`src/rtl/regfile_scoreboard.sv`:
```
// regfile_scoreboard: register file with write-first bypass and per-register busy scoreboard
module regfile_scoreboard #(
    parameter int ADDRESS_WIDTH = 5,
    parameter int DATA_WIDTH    = 32,
    parameter int A0_INDEX      = 10
) (
    input  logic                     clk,
    input  logic                     rst_n,
    input  logic [ADDRESS_WIDTH-1:0] AD1,
    input  logic [ADDRESS_WIDTH-1:0] AD2,
    output logic [DATA_WIDTH-1:0]    RD1,
    output logic [DATA_WIDTH-1:0]    RD2,
    output logic                     STALL1,
    output logic                     STALL2,
    input  logic                     issue_valid,
    input  logic [ADDRESS_WIDTH-1:0] issue_rd,
    output logic                     issue_ready,
    input  logic                     WE3,
    input  logic [ADDRESS_WIDTH-1:0] AD3,
    input  logic [DATA_WIDTH-1:0]    WD3,
    output logic [DATA_WIDTH-1:0]    a0
);
    localparam int DEPTH = 2**ADDRESS_WIDTH;
    localparam logic [ADDRESS_WIDTH-1:0] A0_ADDR = ADDRESS_WIDTH'(A0_INDEX);

    logic [DATA_WIDTH-1:0] regs_q [DEPTH];
    logic [DEPTH-1:0]      busy_q, busy_d;
    logic                  wr_en, issue_acc;

    assign wr_en     = WE3 && AD3 != '0;
    assign issue_acc = issue_valid && issue_ready && issue_rd != '0;

    // Reads are forced to zero during reset and for index 0, otherwise the pending write wins
    assign RD1 = (!rst_n || AD1 == '0) ? '0 : (wr_en && AD3 == AD1) ? WD3 : regs_q[AD1];
    assign RD2 = (!rst_n || AD2 == '0) ? '0 : (wr_en && AD3 == AD2) ? WD3 : regs_q[AD2];
    assign a0  = (!rst_n || A0_ADDR == '0) ? '0 : (wr_en && AD3 == A0_ADDR) ? WD3 : regs_q[A0_ADDR];

    // A same-cycle writeback to a busy source resolves its hazard through the bypass
    assign STALL1      = rst_n && busy_q[AD1] && !(WE3 && AD3 == AD1);
    assign STALL2      = rst_n && busy_q[AD2] && !(WE3 && AD3 == AD2);
    assign issue_ready = !rst_n || !busy_q[issue_rd] || (WE3 && AD3 == issue_rd);

    // Next busy vector: writeback clears, an accepted issue sets and wins on the same index
    always_comb begin
        busy_d = busy_q;
        if (WE3) busy_d[AD3] = 1'b0;
        if (issue_acc) busy_d[issue_rd] = 1'b1;
        busy_d[0] = 1'b0;
    end

    // Data storage; index 0 is never written so it stays zero
    always_ff @(posedge clk or negedge rst_n) begin
        if (!rst_n) begin
            for (int i = 0; i < DEPTH; i++) regs_q[i] <= '0;
        end else if (wr_en) begin
            regs_q[AD3] <= WD3;
        end
    end

    // Busy bits, cleared asynchronously so reset drops every pending reservation
    always_ff @(posedge clk or negedge rst_n) begin
        if (!rst_n) busy_q <= '0;
        else        busy_q <= busy_d;
    end
endmodule

```
`config.mk`:
```
export PLATFORM = sky130hd
export DESIGN_NAME = regfile_scoreboard
export DESIGN_NICKNAME = d
export VERILOG_FILES = /design/src/rtl/regfile_scoreboard.sv
export SDC_FILE = /design/constraint.sdc
export NUM_CORES = 2
export LEC_CHECK = 0
export BUFFER_PORTS_ARGS = -buffer_cell sky130_fd_sc_hd__buf_2
export CAP_MARGIN = 20
export CORE_AREA = 8 8 350 352
export CTS_CLUSTER_DIAMETER = 100
export CTS_CLUSTER_SIZE = 25
export DETAILED_ROUTE_END_ITERATION = 7
export DIE_AREA = 0 0 358 360
export PLACE_DENSITY = 0.74
export SLEW_MARGIN = 20
export SYNTH_ARGS = -nofsm -noshare
export SYNTH_HDL_FRONTEND = slang
export SYNTH_SLANG_ARGS = --single-unit
```
`constraint.sdc`:
```
create_clock -name clk -period 4.1 [get_ports clk]
set_input_delay 0.82 -clock clk [delete_from_list [all_inputs] [get_ports clk]]
set_output_delay 0.82 -clock clk [all_outputs]
set_load 0.05 [all_outputs]
```
-- After elaboration in Yosys (flattened, before gate mapping)
Cells that the tools add are included.
- register bits after elaboration: 1055
- latch bits: 0
- bits in writable memories: 0
- ROM bits: 0
- input bits: 56
- output and inout port bits: 99
- memories kept: 0
- add/subtract/negate cells: 0
- $mul: 0
- div/mod/pow operators: 0
- order comparisons: 10
- equality and inequality tests: 4
- shift operators: 0
- muxes and demuxes: 27
- bitwise gates (word level): 6
- reductions and logical operators: 28
- operator list (cell ; count):
    bitwise mux 1024 bit ; 1
    2-to-1 mux 32 bit ; 13
    binary-select mux 32 bit (select 5 bit) ; 2
    demux 32 bit (select 5 bit) ; 1
    AND 32 bit ; 1
    NOT 32 bit ; 1
    OR 32 bit ; 1
    < comparator 5 x 6 -> 1 bit (second input constant) ; 4
    greater-or-equal comparator 6 bit (second input constant) ; 3
    NOT 5 -> 6 bit ; 3
    logical AND 1 bit ; 16
    binary-select mux 1 bit (select 5 bit) ; 3
    == test 5 bit ; 3
    demux 1 bit (select 5 bit) ; 2
    greater-or-equal comparator 5 x 1 -> 1 bit (second input constant) ; 2
    logical NOT 5 bit ; 2
    nonzero test 5 bit ; 2
    < comparator 6 x 1 -> 1 bit (second input constant) ; 1
    == test 5 x 4 -> 1 bit (second input constant) ; 1
    2-to-1 mux 1 bit ; 5
    logical NOT 1 bit ; 4
    logical OR 1 bit ; 4

-- Depth between registers and ports, before layout
- depth after elaboration: 9
- mapped depth: 9

-- Least setup slack after synthesis
Ideal clock, no wire load.
- path type: input to output
- start: input AD2[1]
- end: output STALL2
- arrival time: 3.349 ns
- setup slack: -0.069 ns
- cell stages on the path: 8
- cell sequence: buf_2 > nor2b_1 > buf_2 > buf_2 > clkbuf_1 > a221oi_1 > o21bai_1 > a311oi_1
- cells in the longest elaborated chain, start to end: 4
- ends and longest elaborated chain (element ; line ; source):
    from (decl) ; 10 ; input logic [ADDRESS_WIDTH-1:0] AD2,
    binary-select mux 1 bit (select 5 bit) / == test 5 bit (equally long branches) ; 40 ; assign STALL2 = rst_n && busy_q[AD2] && !(WE3 && AD3 == AD2);
    2-to-1 mux 1 bit (implied by the code) / logical AND 1 bit (equally long branches) ; 40 ;
    logical AND 1 bit / logical NOT 1 bit (equally long branches) ; 40 ;
    logical AND 1 bit (*) ; 40 ;
    to (decl) ; 14 ; output logic STALL2,
Every way passes the cells marked *; elsewhere a longest branch is shown, timed or not. The select of a mux whose other input is x is not followed.

-- Worst setup path after layout
- start: input AD1[0]
- end: output RD1[6]
- cells in the longest elaborated chain, start to end: 6
- ends and longest elaborated chain (element ; line ; source):
    from (decl) ; 9 ; input logic [ADDRESS_WIDTH-1:0] AD1,
    NOT 5 -> 6 bit (implied by the code) ; 34 ; assign RD1 = (!rst_n || AD1 == '0) ? '0 : (wr_en && AD3 == AD1) ? WD3 : regs_q[AD1];
    binary-select mux 32 bit (select 5 bit) ; 34 ;
    2-to-1 mux 32 bit (implied by the code) (2 in series) ; 34 ;
    2-to-1 mux 32 bit ; 34 ;
    2-to-1 mux 32 bit (*) ; 34 ;
    to (decl) ; 11 ; output logic [DATA_WIDTH-1:0] RD1,
Marked as above.

==> flow_metrics.py <==
metrics = {
    "worst_setup_path": {
        "cp-start-kind": "input pin",
        "critical_path_capture_point_type": "output port",
        "timing.critical_path.cells": "buf_8 -> buf_12 -> buf_4 -> buf_4 -> mux2i_1 -> a221oi_1 -> a21oi_1 -> nor3_1 -> a211o_1 -> buf_12",
        "worstPathArrival_ns": 3.14,
        "max_stage_delay_ns": 0.37,
        "crit_slowest_cell": "sky130_fd_sc_hd__a221oi_1",
        "critPathTopFamily": "buffers and inverters",
        "critical_path_buf_inv_count": 5,
        "crit_type": "input pin to output port",
        "worst-endpoint-required_ns": 3.28,
        "cp_max_fo": 27,
    },
    "floorplanning": {
        "placement_rows": 126,
        "floorplan_die_area_um2": 128900,
        "dieHeight_um": 360,
        "ios": 155,
        "core_area_um2": 117000,
        "start_util_pct": 49.48,
        "die_w_um": 358,
    },
    "power": {
        "switching_share_pct": 30.42,
        "intPower_w": 0.01846,
        "power-per-cell-area_nw_per_um2": 419.1,
        "share_clk_of_total_power_pct": 21.5,
        "vdd_ir_drop_max_mv": 0.3680,
        "power.share.sequential_pct": 52.5,
        "leakage_power_summed_over_all_cells_nw": 28.04,
        "power.combinational.fraction_pct": 26.1,
        "power_switching_w": 0.008073,
    },
    "run_status": {
        "status": "finished clean",
    },
    "clocking": {
        "worst_skew_pair.late_latency_ns": 0.69,
        "worst_setup_hold_path_clk_slew_ns": 0.11,
        "tritoncts.num_buffers": 49,
        "h-tree-depth": 2,
        "max-clock-path-buffers": 3,
        "cts.root.buffer_cell": "sky130_fd_sc_hd__clkbuf_16",
        "postCtsSetupRepairBufs": 0,
        "cts_sinks": 1055,
        "cts.hold.buffers_added": 0,
        "tritoncts": "done",
    },
    "synthesis": {
        "synth_area_per_cell_um2": 13.80,
        "postSynthCellCount": 4194,
        "dominant_combinational_cell_family_by_area_after_synthesis": "multiplexers",
        "yosys_warnings": 0,
        "synthXorXnorAreaFrac_pct": 0.2270,
        "netlist_area_um2": 57880,
        "ys_async_sr_fraction_pct": 100.0,
        "synth-edff-count": 0,
        "number_of_storage_elements_in_the_synthesis_netlist": 1055,
        "synth-compound-area-share_pct": 8.573,
        "synth.mux.area_fraction_pct": 39.36,
        "cell_type_with_the_highest_aggregate_area_in_the_netlist": "sky130_fd_sc_hd__dfrtp_1",
        "post_synth_most_frequent_cells": "1,055 x sky130_fd_sc_hd__dfrtp_1, 978 x sky130_fd_sc_hd__mux2_2, 396 x sky130_fd_sc_hd__mux2i_1, 336 x sky130_fd_sc_hd__mux4_2, 262 x sky130_fd_sc_hd__clkbuf_1",
        "synth-simple-area-share_pct": 2.468,
        "adder_cell_area_share_of_the_yosys_netlist_pct": 0,
        "mappedNetlistNets": 4250,
        "synth.distinct_cells": 48,
        "synthFlopType": "sky130_fd_sc_hd__dfrtp_1",
        "synthTopCellsByArea": "sky130_fd_sc_hd__dfrtp_1 46%, sky130_fd_sc_hd__mux2_2 19%, sky130_fd_sc_hd__mux4_2 13%, sky130_fd_sc_hd__mux2i_1 6.8%, sky130_fd_sc_hd__a221oi_1 3.0%",
        "synth.most_common_cell": "sky130_fd_sc_hd__dfrtp_1",
        "post-synth-top-area-fraction_pct": 45.61,
        "synth_seq_area_share_pct": 45.61,
    },
    "global_routing": {
        "grt-ovfl-total": 0,
        "grt_pass1_vias": 41156,
        "grt_first_pass_wirelength_um": 269800,
        "largest_net_degree_at_the_start_of_global_routing": 158,
        "groute.usage.overall_pct": 27.44,
        "antenna_violations_before_repair": 7,
    },
    "timing": {
        "fin_ws_ns": 0.1416,
        "rsz0062_at_grt": "false",
        "max_slew.worst_pin.slew_ns": 1.052,
        "final_report_setup_violation_count": 0,
        "finalWorstPathRequiredPeriod_ns": 3.958,
        "final.period_utilization_pct": 96.55,
        "relative_slew_margins_pct": 29.64,
        "drv_slew": 0,
        "finalHoldViolCount": 0,
        "setup_tns_ns": 0,
        "max_clock_freq_mhz": 252.6,
        "final.setup_skew_ns": 0.01802,
    },
    "detailed_routing": {
        "dr.pass1.iters": 6,
        "vias": 39620,
        "drt_first_iter_violations": 4021,
        "route.detailed.vias_per_inst": 6.959,
        "postRouteWirelength_um": 179800,
        "drc_violation_count_after_routing": 0,
        "remaining_number_of_nets_flagged_by_the_antenna_check_after_routing": 0,
        "drt-wirelength-per-cell_um": 31.59,
    },
    "worst_hold_path": {
        "worstHoldPathType": "input pin to async pin",
    },
    "job": {
        "drv.max_cap_violation_count": 0,
    },
    "place": {
        "dp_hpwl_um": 112000,
        "dp_worst_setup_slack_ns": 0.1230,
        "portBuffers": 154,
        "finalWeightedCongestion": 0.8730,
    },
    "layout": {
        "area_growth_syn_to_layout_pct": 9.390,
        "layout.filler_cells": 9530,
        "drive_above_1_share_pct": 43.60,
        "fin_nets": 4203,
    },
}
[layer usage]
layer / vias to the layer above / global-route usage, % / part of all wire, %
li1: 16042 / - / -
met5: - / 0 / 0.022
met3: 565 / 6.085 / 9.2
met2: 2121 / 43.02 / 47
met1: 20884 / 36.31 / 39
met4: 8 / 12.93 / 5.2
[worst reg2reg max path, cell delays in order, from the launching register on]
cell                       delay [ns]
sky130_fd_sc_hd__dfrtp_1         0.42
sky130_fd_sc_hd__mux4_1          0.52
sky130_fd_sc_hd__a22oi_1         0.30
sky130_fd_sc_hd__and3_4          0.25
sky130_fd_sc_hd__a21boi_4        0.13
sky130_fd_sc_hd__inv_4           0.22
sky130_fd_sc_hd__a32o_1          0.21
[flip-flops by register name, indices dropped and copies added, names as in the netlist]
| signal | count |
|---|---|
| busy_q | 31 |
| regs_q | 1024 |
[cell usage in the layout, fill, tap and decap left out, drive strengths merged, types with 5 or more instances in the layout]
cell,count
xnor2,11
a21oi,132
dfrtp,1055
mux2,992
mux4,339
mux2i,396
clkbuf,54
and3b,5
a22o,64
nor2,24
a211o,64
o21ai,33
inv,8
buf,380
a32o,15
and2,32
o21bai,66
nor3,67
nor3b,9
nand2b,65
nand2,37
a221oi,196
a22oi,70
[worst paths after layout]
check | start | endpoint | slack (ns) | cells past startpoint
worst min-delay path | rst_n | regs_q[697] | 0.04 | 1
worst max-delay path | AD1[0] | RD1[6] | 0.14 | 10
worst max register to register | busy_q[17] | busy_q[7] | 1.99 | 6
worst min register to register | regs_q[1011] | regs_q[1011] | 0.41 | 0
max in group asynchronous | rst_n | regs_q[261] | 2.03 | 4
min in group clk | regs_q[1011] | regs_q[1011] | 0.41 | 0
[per-stage QoR]
step / cells / hold slack, ns / total power, W / instance area, um^2 / utilization (%)
6_report: 5693 / 0.03566 / 0.02654 / 63320 / 54.13
5_1_grt: 5691 / 0.03720 / 0.02767 / 63310 / 54.13
4_1_cts: 5690 / 0.01392 / 0.02656 / 63300 / 54.11
3_5_place_dp: 5632 / 0.3827 / 0.02095 / 61960 / 52.97
3_3_place_gp: 5632 / 0.3763 / 0.02059 / 61960 / 52.97
2_1_floorplan: 4194 / 0.4413 / 0.01872 / 57890 / -
[cell type report]
cell class	count	area (um^2)	share of cell area, %
diodes	3	7.507	0.01186
inverters	6	27.53	0.04347
multi-input cells	2653	29620	46.78
well taps	1536	1922	3.035
repair buffers	382	3999	6.315
clock buffers	52	1280	2.021
clock inverters	6	63.81	0.1008
flip-flops and latches	1055	26400	41.69
[timing repair]
item / 4_1_cts / 5_1_grt
endpoints found under the hold margin: 0 / 0
endpoints found under the setup margin: 0 / 1
gates resized for setup: 0 / 1
[power by group through the flow]
stage / clock network [W] / logic [W] / registers (W)
after floorplan: 0 / 0.00518 / 0.0135
after global placement: 0 / 0.00670 / 0.0139
after detailed placement: 0 / 0.00689 / 0.0141
after CTS: 0.00579 / 0.00691 / 0.0139
after global routing: 0.00614 / 0.00736 / 0.0142
final: 0.00570 / 0.00691 / 0.0139
[cells by family (layout without fill, tap and decap cells)]
group	Yosys count	in the layout
AOI/OAI and AO/OA	651	651
and+or+nand+nor	260	260
xor gates and xnor gates	15	15
other	0	3
buffers and inverters	486	446
muxes	1727	1727
DFF	1055	1055
No activity file was read; power rests on OpenSTA's default activity.
